**src/rtl/main_decoder.sv**
```systemverilog
// Main control decoder for the single-cycle RV32I core: opcode -> datapath controls,
// plus a sticky illegal-opcode status bit for debug.
module main_decoder (
    input  logic       clk,
    input  logic       rst_n,
    input  logic [6:0] Opcode,
    output logic       RegWrite,
    output logic [1:0] ImmSrc,
    output logic       ALUSrc,
    output logic       MemWrite,
    output logic [1:0] ResultSrc,
    output logic       Branch,
    output logic       Jump,
    output logic [1:0] ALUOp,
    output logic       illegal_op,
    output logic       illegal_seen
);

    localparam logic [6:0] OP_LOAD   = 7'b0000011;
    localparam logic [6:0] OP_STORE  = 7'b0100011;
    localparam logic [6:0] OP_RTYPE  = 7'b0110011;
    localparam logic [6:0] OP_BRANCH = 7'b1100011;
    localparam logic [6:0] OP_ITYPE  = 7'b0010011;
    localparam logic [6:0] OP_JAL    = 7'b1101111;

    // Every output defaults to 0 so unsupported (or unknown) opcodes are inert.
    always_comb begin
        RegWrite   = 1'b0;
        ImmSrc     = 2'b00;
        ALUSrc     = 1'b0;
        MemWrite   = 1'b0;
        ResultSrc  = 2'b00;
        Branch     = 1'b0;
        Jump       = 1'b0;
        ALUOp      = 2'b00;
        illegal_op = 1'b0;
        case (Opcode)
            OP_LOAD: begin
                RegWrite  = 1'b1;
                ImmSrc    = 2'b00;
                ALUSrc    = 1'b1;
                ResultSrc = 2'b01;
            end
            OP_STORE: begin
                ImmSrc   = 2'b01;
                ALUSrc   = 1'b1;
                MemWrite = 1'b1;
            end
            OP_RTYPE: begin
                RegWrite = 1'b1;
                ALUOp    = 2'b10;
            end
            OP_BRANCH: begin
                ImmSrc = 2'b10;
                Branch = 1'b1;
                ALUOp  = 2'b01;
            end
            OP_ITYPE: begin
                RegWrite = 1'b1;
                ALUSrc   = 1'b1;
                ALUOp    = 2'b10;
            end
            OP_JAL: begin
                RegWrite  = 1'b1;
                ImmSrc    = 2'b11;
                ResultSrc = 2'b10;
                Jump      = 1'b1;
            end
            default: illegal_op = 1'b1;
        endcase
    end

    // Sticky: only a reset clears it.
    always_ff @(posedge clk or negedge rst_n) begin
        if (!rst_n) begin
            illegal_seen <= 1'b0;
        end else if (illegal_op) begin
            illegal_seen <= 1'b1;
        end
    end

endmodule

```
**config.mk**
```make
export PLATFORM = sky130hd
export DESIGN_NAME = main_decoder
export DESIGN_NICKNAME = d
export VERILOG_FILES = /design/src/rtl/main_decoder.sv
export SDC_FILE = /design/constraint.sdc
export NUM_CORES = 1
export LEC_CHECK = 0
export CELL_PAD_IN_SITES_DETAIL_PLACEMENT = 0
export CELL_PAD_IN_SITES_GLOBAL_PLACEMENT = 1
export CORE_AREA = 3 3 40 42
export DETAILED_ROUTE_END_ITERATION = 6
export DIE_AREA = 0 0 43 45
export PLACE_DENSITY_LB_ADDON = 0.05
export SLEW_MARGIN = 20
export SYNTH_ARGS = -nofsm -noshare
export SYNTH_HDL_FRONTEND = slang
export SYNTH_SLANG_ARGS = --single-unit
export TNS_END_PERCENT = 10
```
**constraint.sdc**
```tcl
create_clock -name clk -period 5.8 [get_ports clk]
set_clock_uncertainty 0.05 [all_clocks]
set_input_delay 1.74 -clock clk [delete_from_list [all_inputs] [get_ports clk]]
set_output_delay 1.74 -clock clk [all_outputs]
set_load 0.05 [all_outputs]
```
==> results.txt, run 1 <==
- Outcome: completed
- Die height: roughly 45 um
- The number of flip-flops in the largest register came to 1.
* Detailed placer's ending HPWL: about 540 um
- The path class of the tightest hold or removal check is reg -> reg.
- Number of global-route vias before repair: about 210
- In the final layout, the share of cells above drive strength 1 is around 30%.
* Remaining routing DRC violations: 0
* Period minus WS final: roughly 5.4 ns
* Post-route non-filler standard cell count: 63
* Total via count in the routed design: 267
- CP arrival: ~3.6 ns
- Final setup fails: 0
* Prevailing post-synth register cell: dfrtp_1
- The final number of hold-violating endpoints came to 0.
- Origin of the worst min-delay path: illegal_seen
- Among cell families on the critical path, the largest total delay comes from buffers and inverters.
- Pin placement for this block handled 22 I/O pins.
- Synthesized area: 190 um^2
- Critical path required time: roughly 4.0 ns
- Total global routing overflow: 0
- Aggregate negative setup slack: 0 ns
* WHS Path Cells: 1
* Placement Cell Area: about 390 um^2
- The largest single stage delay on the critical path is between 0.8 and 0.9 ns.
* Remaining number of nets flagged by the antenna check after routing: 0
- Post-Syn Nets: 37
- Launching point of the worst reg2reg path: illegal_seen
* Worst slack, placed: roughly 0.38 ns
- For this run, the number of Yosys warnings is 0.
- Setup repair after global routing left no endpoint under its margin.
* Slowest cell on the critical path: clkdlybuf4s50_1
* Routability cong.: 0.638
- Violation count after the first detailed-routing iteration: 1
- Of all nets on the critical path, the largest fanout is 4.
* Area of the core: 1280 um^2
- The synthesized design devotes to its leading area cell type between 10% and 20% of total area.
* Slew at the pin closest to its max-slew limit: roughly 0.51 ns
- Ranked by flip-flop count, first place goes to illegal_seen.
* Average footprint of a synthesized cell: about 6.8 um^2
- The cell count after synthesis came out at 28.
- Routed via count divided by cell count: between 4 and 5
- In this design, the critical path's most frequently occurring cell is clkdlybuf4s50_1.
- Entering global routing, the biggest net connects 8 pins.
- The die covers about 1900 um^2.
- Total global-route track usage: under 10%
- The final number of max-transition violations was 0.
- The count of buffers added on input and output ports is 21.
- The worst-case IR drop observed on VDD is 31.6 uV.
- Worst R2R Setup Slack: ~5.1 ns
- Across all setup checks in the final design, the least slack found is 0.378 ns.
- Worst-path cell chain: clkdlybuf4s50_1 > nor3_1 > nand3_1 > nor2_1 > clkdlybuf4s50_1
- For the worst-skew pair, the clock arrives at the later sink with an insertion delay of 0 ns.
* Chip width: roughly 43 um
* Number of fill cells in the layout: 150
- Number of enable flip-flop cells after synthesis: 0
- The number of hold buffers added after CTS was 0.
- Number of rows in the core area: 13
* WL per Instance: 9.62 um
- The critical path is of the in -> out type.
- Max-cap viol count: 0
* Hold Crit Endpoint: illegal_seen
- In this run the critical register-to-register path is captured at illegal_seen.
- Final period utilization: between 90 and 100%
* Highest Clock Rate: about 0.18 GHz
- Clock-pin slew reported for the worst setup and hold paths after clock tree synthesis: 0 ns
* Nature of the critical path startpoint: input pin
- Core utilization of the finished layout: approximately 30%
- In the final design database the tool counted 59 nets.
* Number of register bits inferred by synthesis: 1
- Setup repair bufs after CTS: 0
- By instance count, the leading cell after synthesis is nor2_1.
- From synthesis to final layout, the design area changed by 106%.
* Main area contributors after synthesis: dfrtp_1, nor3_1, buf_4, nor2_1, nand2b_4
* Total of cells resized after clock tree synthesis: 0
- Headroom to the max-slew limit came out at roughly two thirds.
- Endpoint type of the worst setup path: output pin
- Measured in cells, the most critical reg-to-reg path has a length of 1.
- Share of flip-flops with an asynchronous set or reset: between 90% and 100%
- Bufs and invs on worst path: 2
* Number of antenna diodes: 0
- The biggest area contributor in the post-synthesis netlist is dfrtp_1.
- Finished Cell Area: 392 um^2
* Power per Cell Area: roughly 61 nW/um^2
- Count of placed standard cells including taps: 63
- The final layout contains routed wiring with a total length of ~600 um.
* Commonest cells in the synthesized netlist: nor2_1, nand2_1, nor3_1
- Count of distinct cell types in the synthesized netlist: 18
- Global-route wire length before repair: around 890 um
* Sequential share of the synthesized area: between 10% and 20%
* First-pass DRT Iterations: 3
* Effective utilization at floorplan: between 10% and 20%
- Lkg Pwr: between 0.15 and 0.2 nW
- The initial antenna violation count came to 0.
- The largest registers in the layout are illegal_seen x1.
[where the power goes]
part | internal (mW) | switching, mW
registers | 0.00710 | 0
clock network | 0 | 0
logic | 0.00798 | 0.00898
[worst max-delay path by stage]
stage	slack, ns	startpoint	depth (start not counted)	to
2_1_floorplan	0.54	Opcode[4]	3	illegal_op
3_3_place_gp	0.39	Opcode[3]	5	ALUOp[1]
3_5_place_dp	0.38	Opcode[3]	5	MemWrite
4_1_cts	0.36	Opcode[3]	5	MemWrite
5_1_grt	0.26	Opcode[3]	5	MemWrite
6_report	0.38	Opcode[3]	5	MemWrite
[metrics by stage]
step,power [mW],hold slack [ns]
finish,0.0241,0.412
global route,0.0252,0.450
CTS,0.0242,0.421
detailed placement,0.0241,0.417
global placement,0.0239,0.412
floorplan,0.0151,0.759
[cell usage in the layout (no fill, tap or decap)]
master / instances
clkdlybuf4s50_1: 13
buf_4: 9
nor2_1: 4
nand2_1: 3
nor3_1: 3
inv_1: 2
a21oi_1: 2
nand2b_4: 1
nor4_2: 1
or3_4: 1
or2_1: 1
nor2_2: 1
nand3_1: 1
a21oi_2: 1
and3_1: 1
a211oi_1: 1
or3_1: 1
o21bai_1: 1
dfrtp_1: 1
[area by class of cell]
type / count / area [um^2] / area share (%)
Timing Repair Buffer: 22 / 198 / 50.5
Multi-Input combinational cell: 23 / 143 / 36.4
Sequential cell: 1 / 25.0 / 6.39
Tap cell: 15 / 18.8 / 4.79
Inverter: 2 / 7.51 / 1.92
[routing by layer]
layer  up-vias  share of wire, %  global-route usage (%)  wire length, um
met4         0                 0                       0                0
met5         -                 0                       0                0
met2        14                47                    10.2              286
met3         0                13                    1.99               77
li1        140                 -                       -                -
met1       113                40                    6.94              243
[cells by family (layout without fill, tap and decap cells)]
kind of cell | count (synthesis) | in the layout | share of synthesized area, %
buffers and inverters | 4 | 24 | 11.8
AND/OR/NAND/NOR | 18 | 18 | 57.2
flip-flops | 1 | 1 | 13.2
AO/OA/AOI/OAI | 5 | 5 | 17.8
(Power assumes the default switching activity.)
==> run 2: changes to the inputs <==
SETUP_SLACK_MARGIN = 0.15   (was default)
==> results of run 2 <==
The final DEF is identical to that of run 1; final timing and power are the same.
